--- config.mk ---
export PLATFORM = sky130hd
export DESIGN_NAME = data_mem_responder
export DESIGN_NICKNAME = d
export VERILOG_FILES = /design/src/rtl/data_mem_responder.sv
export SDC_FILE = /design/constraint.sdc
export NUM_CORES = 2
export LEC_CHECK = 0
export BUFFER_PORTS_ARGS = -buffer_cell sky130_fd_sc_hd__buf_2
export CORE_MARGIN = 3
export CORE_UTILIZATION = 45
export CTS_CLUSTER_DIAMETER = 60
export DETAILED_ROUTE_END_ITERATION = 6
export PLACE_DENSITY = 0.6
export SYNTH_ARGS = -nofsm -noshare
export SYNTH_HDL_FRONTEND = slang
export SYNTH_SLANG_ARGS = --single-unit
--- constraint.sdc ---
create_clock -name clk -period 7 [get_ports clk]
set_clock_uncertainty 0.1 [all_clocks]
set_input_delay 1.4 -clock clk [delete_from_list [all_inputs] [get_ports clk]]
set_output_delay 1.4 -clock clk [all_outputs]
set_load 0.02 [all_outputs]
--- src/rtl/data_mem_responder.sv ---
// Data-memory responder: word-organised RAM behind valid/ready request and response channels.
// Performs RV32I byte/half/word loads and stores, LATENCY cycles after the request is accepted.
module data_mem_responder #(
    parameter int NUM_WORDS = 32,
    parameter int LATENCY   = 2
) (
    input  logic        clk,
    input  logic        rst,
    input  logic        req_valid,
    output logic        req_ready,
    input  logic        req_wr,
    input  logic [31:0] req_addr,
    input  logic [31:0] req_wdata,
    input  logic [2:0]  req_funct3,
    output logic        resp_valid,
    input  logic        resp_ready,
    output logic [31:0] resp_rdata,
    output logic        resp_err,
    output logic [1:0]  dbg_state
);

    localparam int IDXW = $clog2(NUM_WORDS);
    localparam int CNTW = (LATENCY < 2) ? 1 : $clog2(LATENCY);

    typedef enum logic [1:0] {
        S_IDLE = 2'd0,
        S_WAIT = 2'd1,
        S_RESP = 2'd2
    } state_t;

    state_t            r_state;
    state_t            w_next_state;
    logic [CNTW-1:0]   r_cnt;
    logic              r_wr;
    logic [31:0]       r_addr;
    logic [31:0]       r_wdata;
    logic [2:0]        r_funct3;
    logic [31:0]       r_rdata;
    logic              r_err;
    logic [31:0]       r_mem [NUM_WORDS];

    logic              w_accept;
    logic              w_access;
    logic              w_a_wr;
    logic [31:0]       w_a_addr;
    logic [31:0]       w_a_wdata;
    logic [2:0]        w_a_funct3;
    logic [IDXW-1:0]   w_idx;
    logic [1:0]        w_lane;
    logic [31:0]       w_word;
    logic [7:0]        w_byte;
    logic [15:0]       w_half;
    logic              w_err;
    logic [31:0]       w_load;
    logic [3:0]        w_mask;
    logic [31:0]       w_wrep;

    // Handshakes: a transfer happens on a rising edge where valid and ready are both high;
    // a responder holding valid keeps its payload stable until that edge.
    assign w_accept = req_valid && req_ready;

    // With single-cycle latency the access happens on the accept edge, straight from the request.
    assign w_a_wr     = (LATENCY == 1) ? req_wr     : r_wr;
    assign w_a_addr   = (LATENCY == 1) ? req_addr   : r_addr;
    assign w_a_wdata  = (LATENCY == 1) ? req_wdata  : r_wdata;
    assign w_a_funct3 = (LATENCY == 1) ? req_funct3 : r_funct3;
    assign w_access   = (LATENCY == 1) ? w_accept
                                       : ((r_state == S_WAIT) && (r_cnt == CNTW'(1)));

    assign w_idx  = w_a_addr[IDXW+1:2];
    assign w_lane = w_a_addr[1:0];
    assign w_word = r_mem[w_idx];
    assign w_half = w_lane[1] ? w_word[31:16] : w_word[15:0];
    assign w_wrep = (w_a_funct3[1:0] == 2'd0) ? {4{w_a_wdata[7:0]}}
                  : (w_a_funct3[1:0] == 2'd1) ? {2{w_a_wdata[15:0]}}
                  : w_a_wdata;

    always_comb begin
        w_byte = w_word[7:0];
        case (w_lane)
            2'd1:    w_byte = w_word[15:8];
            2'd2:    w_byte = w_word[23:16];
            2'd3:    w_byte = w_word[31:24];
            default: w_byte = w_word[7:0];
        endcase
    end

    always_comb begin
        w_err  = |w_a_addr[31:IDXW+2];
        w_load = 32'd0;
        w_mask = 4'b0000;
        case (w_a_funct3)
            3'd0: begin
                w_load = {{24{w_byte[7]}}, w_byte};
                w_mask = 4'b0001 << w_lane;
            end
            3'd1: begin
                w_err  = w_err || w_lane[0];
                w_load = {{16{w_half[15]}}, w_half};
                w_mask = w_lane[1] ? 4'b1100 : 4'b0011;
            end
            3'd2: begin
                w_err  = w_err || (w_lane != 2'd0);
                w_load = w_word;
                w_mask = 4'b1111;
            end
            3'd4: begin
                w_err  = w_err || w_a_wr;
                w_load = {24'd0, w_byte};
            end
            3'd5: begin
                w_err  = w_err || w_lane[0] || w_a_wr;
                w_load = {16'd0, w_half};
            end
            default: w_err = 1'b1;
        endcase
    end

    always_ff @(posedge clk) begin
        if (rst) begin
            r_state <= S_IDLE;
        end else begin
            r_state <= w_next_state;
        end
    end

    always_comb begin
        w_next_state = r_state;
        case (r_state)
            S_IDLE:  if (w_accept) w_next_state = (LATENCY == 1) ? S_RESP : S_WAIT;
            S_WAIT:  if (r_cnt == CNTW'(1)) w_next_state = S_RESP;
            S_RESP:  if (resp_ready) w_next_state = S_IDLE;
            default: w_next_state = S_IDLE;
        endcase
    end

    always_comb begin
        req_ready  = (r_state == S_IDLE);
        resp_valid = (r_state == S_RESP);
        resp_rdata = (r_state == S_RESP) ? r_rdata : 32'd0;
        resp_err   = (r_state == S_RESP) ? r_err : 1'b0;
        dbg_state  = r_state;
    end

    // Reset wipes the RAM, so a store still waiting in WAIT is simply lost.
    always_ff @(posedge clk) begin
        if (rst) begin
            r_cnt    <= '0;
            r_wr     <= 1'b0;
            r_addr   <= 32'd0;
            r_wdata  <= 32'd0;
            r_funct3 <= 3'd0;
            r_rdata  <= 32'd0;
            r_err    <= 1'b0;
            for (int i = 0; i < NUM_WORDS; i++) begin
                r_mem[i] <= 32'd0;
            end
        end else begin
            if (w_accept) begin
                r_wr     <= req_wr;
                r_addr   <= req_addr;
                r_wdata  <= req_wdata;
                r_funct3 <= req_funct3;
                r_cnt    <= CNTW'(LATENCY - 1);
            end else if (r_state == S_WAIT) begin
                r_cnt <= r_cnt - CNTW'(1);
            end
            if (w_access) begin
                r_err   <= w_err;
                r_rdata <= (w_err || w_a_wr) ? 32'd0 : w_load;
                if (w_a_wr && !w_err) begin
                    for (int b = 0; b < 4; b++) begin
                        if (w_mask[b]) r_mem[w_idx][8*b +: 8] <= w_wrep[8*b +: 8];
                    end
                end
            end
        end
    end

endmodule

==> flow_summary.rst <==
.. list-table::
   :header-rows: 1

   * - Metric
     - Value
   * - Number of cells traversed by the worst hold path
     - 2
   * - Post-synth top area share
     - 61.0%
   * - Maximum number of pins on one net before global-route repair
     - just under 100
   * - Upper clock frequency limit
     - 0.222 GHz
   * - RSZ-0062 raised after global routing
     - no
   * - Number of warnings issued by yosys
     - 0
   * - Die ar.
     - 0.116 mm^2
   * - Final setup vio count
     - 0
   * - Via count
     - 30839
   * - Synthesized-area fraction occupied by xor and xnor cells
     - 0%
   * - Remaining Overflow, GRT
     - 0
   * - Synthesized cell area
     - 0.0504 mm^2
   * - Starting DRT DRC Count
     - around 3800
   * - Compound-gate portion of the synthesized area
     - under 10%
   * - Count of flip-flops with a built-in enable after synthesis
     - 1024
   * - Worst Reg-to-Reg Cells
     - 8
   * - # IOs
     - 109
   * - Vertical extent of the die
     - 341 um
   * - Reported max-cap violation count
     - 0
   * - Result of the run
     - finished clean
   * - Fraction of layout cells with a size suffix above 1
     - between 10% and 20%
   * - Multiplexer share of the synthesized area
     - roughly 15%
   * - Overall fraction of global-route tracks in use
     - 24.8%
   * - Primary FF master, synth
     - edfxtp_1
   * - Number of fillers in the final layout
     - between 9000 and 10000
   * - Post-synth ARST share
     - 0%
   * - Initial Util
     - 45.4%
   * - Hold Path Sink
     - r_addr[20]
   * - Source of the worst register-to-register timing path
     - r_funct3[1]
   * - Critical Path Fanout Max
     - 40
   * - Syn_nets
     - 3744
   * - WL per Instance
     - 27.9 um
   * - Number of global-route vias before repair
     - approximately 30000
   * - Synthesized flop and latch total
     - 1133
   * - Total clock buffers created by CTS
     - 115
   * - Final Net Count
     - 3695
   * - Fraction of the mapped netlist area in adder cells
     - 0%
   * - HP Class
     - flop to flop
   * - Crit path time final
     - 4500 ps
   * - Count of mapped cells out of synthesis
     - 3672
   * - Post-layout utilization of the core
     - 50.1%
   * - Cell leakage power
     - ~0.018 uW
   * - DP Wirelength
     - 90200 um
   * - Number of DRC violations after detailed routing
     - 0
   * - Post-synthesis share of cell area spent on and, or, nand and nor gates
     - between 10% and 20%
   * - Crit path DAT
     - about 4900 ps
   * - Synthesis-to-layout area growth
     - 10.3%
   * - Master cell of the clock root buffer
     - clkbuf_16
   * - Bufs on Longest Clock Path
     - 3
   * - Synth area leaders
     - edfxtp_1 (61%), mux4_2 (12%), nor2_1 (7.8%)
   * - Final weighted congestion of routability-driven global placement
     - 0.847
   * - Total count of hold-check failures in the final report
     - 0
   * - Setup_tns
     - 0 ps
   * - Most frequently used cell type in the post-synthesis netlist
     - nor2_1
   * - Unique masters post-synth
     - 62
   * - Worst flop-to-flop path endpoint
     - r_mem[16][24]
   * - ANT cells
     - 0
   * - Clock slew at the register clock pins of the worst setup and hold paths
     - 60 ps
   * - Post-synth top area cell
     - edfxtp_1
   * - Slew of the pin with the lowest slew margin
     - around 1300 ps
   * - Type of element capturing the critical path
     - flop
   * - Total of hold buffers inserted after clock tree synthesis
     - 0
   * - Number of nets with antenna violations after routing
     - 0
   * - Number of sinks driven by the clock tree
     - around 1100
   * - # port buffers
     - 108
   * - # rows
     - 122
   * - Router iterations before antenna repair
     - 6
   * - Register-to-register setup slack
     - 2500 ps
   * - CP startpoint kind
     - flop
   * - Tcrit/Tclk final
     - 64.3%
   * - Areal power density over the cells
     - between 200 and 300 mW/mm^2
   * - Number of instances resized during post-cts repair
     - 0
   * - Count of final max-slew check failures
     - 0
   * - Min-Delay Startpoint
     - r_addr[20]
   * - Mean cell area of the mapped netlist
     - 13.7 um^2
   * - Critical path type
     - flop to flop
   * - Buffers inserted by post-CTS timing repair
     - 0
   * - Number of H-tree levels
     - 3
   * - First-pass GRT wire length
     - 210000 um
   * - Sequential share of the synthesized area
     - ~65%
   * - Number of antenna violations at the first check in global routing
     - 2
   * - List of most frequent post-synthesis cells
     - nor2_1 (1043), edfxtp_1 (1024), mux4_2 (269)
   * - Vias per inst
     - 5.92
   * - Clock tree from TritonCTS
     - done
   * - Source-to-sink clock delay at the later pin of the worst-skew pair
     - 700 ps
   * - Die outline width
     - 341 um
   * - Routed WL
     - 145000 um
   * - Max-slew headroom
     - between 10% and 20%
   * - Placeable core region
     - roughly 0.11 mm^2
   * - Required time of the critical path
     - about 7400 ps
   * - Worst ir drop on vdd
     - 0.000203 V
   * - Largest family of logic cells by synthesized area
     - multiplexers
-- routing by layer --
| layer | wire [um] | track usage (%) | up-vias |
|---|---|---|---|
| li1 | - | - | 13291 |
| met5 | 0 | 0 | - |
| met1 | 57700 | 33.9 | 15968 |
| met2 | 71600 | 41.2 | 1352 |
| met3 | 11800 | 4.10 | 228 |
| met4 | 3960 | 7.07 | 0 |
-- how the worst max path moves through the flow --
stage	start	slack (ps)	end	depth (start not counted)
after global routing	rst	2110	r_mem[18][30]	6
after global placement	rst	2060	r_mem[5][30]	6
after CTS	r_funct3[1]	2620	r_mem[16][24]	8
final	r_funct3[1]	2500	r_mem[16][24]	8
after detailed placement	rst	1950	r_mem[16][24]	6
after floorplan	rst	3360	r_mem[10][24]	6
-- cell type report --
| type | count | area [um^2] | share of cell area (%) |
|---|---|---|---|
| repair buffers | 201 | 1310 | 2.35 |
| clock inverters | 63 | 584 | 1.05 |
| inverters | 12 | 45.0 | 0.0810 |
| multi-input cells | 2160 | 15800 | 28.3 |
| flip-flops and latches | 1133 | 32900 | 59.2 |
| clock buffers | 148 | 3110 | 5.59 |
| well taps | 1488 | 1860 | 3.35 |
-- kinds of logic after synthesis --
| kind of cell | Yosys count |
|---|---|
| muxes | 385 |
| AOI/OAI and AO/OA | 356 |
| DFF | 1133 |
| buffers and inverters | 379 |
| and+or+nand+nor | 1419 |
-- state kept, by name, summed over array words and instances, names as in the netlist, named ones only --
| name | cells |
|---|---|
| dbg_state | 2 |
| r_addr | 32 |
| r_cnt | 1 |
| r_err | 1 |
| r_funct3 | 3 |
| r_mem | 1024 |
| r_rdata | 32 |
| r_wdata | 32 |
| r_wr | 1 |
-- stage by stage --
| stage | instances | hold WS (ps) | setup slack (ps) | area, um^2 | total power [uW] |
|---|---|---|---|---|---|
| final | 5205 | 352 | 2500 | 55600 | 15000 |
| after CTS | 5205 | 355 | 2620 | 55600 | 15000 |
| after detailed placement | 4994 | 346 | 1950 | 51900 | 9020 |
| after floorplan | 3672 | 333 | 3360 | 50400 | 8560 |
| after global placement | 4994 | 344 | 2060 | 51900 | 9000 |
| after global routing | 5205 | 378 | 2110 | 55600 | 15400 |
-- cell usage in the layout (no fill, tap or decap), types with 5 or more instances in the layout --
master,count
a221oi_1,6
and2_1,40
buf_2,107
a31o_2,25
mux2_2,15
clkinv_2,28
nand2_1,248
nand4_1,8
o21bai_1,82
nor2_1,1041
mux4_2,269
nor3_1,6
clkinv_1,21
edfxtp_1,1024
clkbuf_16,118
a22oi_1,39
o21ai_0,22
buf_12,5
bufinv_16,10
a22o_1,5
o22ai_1,7
a41oi_2,14
a21oi_1,74
nand3_1,11
inv_1,12
nor2b_1,10
nand2_2,13
clkbuf_1,25
nand2b_1,11
a21o_1,44
dfxtp_1,104
o21a_1,7
mux4_1,14
o21ai_1,13
nor4_1,6
buf_4,88
mux2i_1,86
-- report_power, final --
part	switching (uW)	internal [uW]	total, uW
clock network	2610	3490	6100
registers	117	7580	7700
logic	753	430	1180
total	3480	11500	15000
-- critical path: stages, from the launching register on --
cell and delay, ps:
dfxtp_1 430, buf_4 310, o21ai_0 250, nand3_1 120, nor4b_2 520, nand2_1 260
nor2_1 880, nand2_1 1030, nor2_1 380
Note: power is estimated with default switching activity, not from simulation.
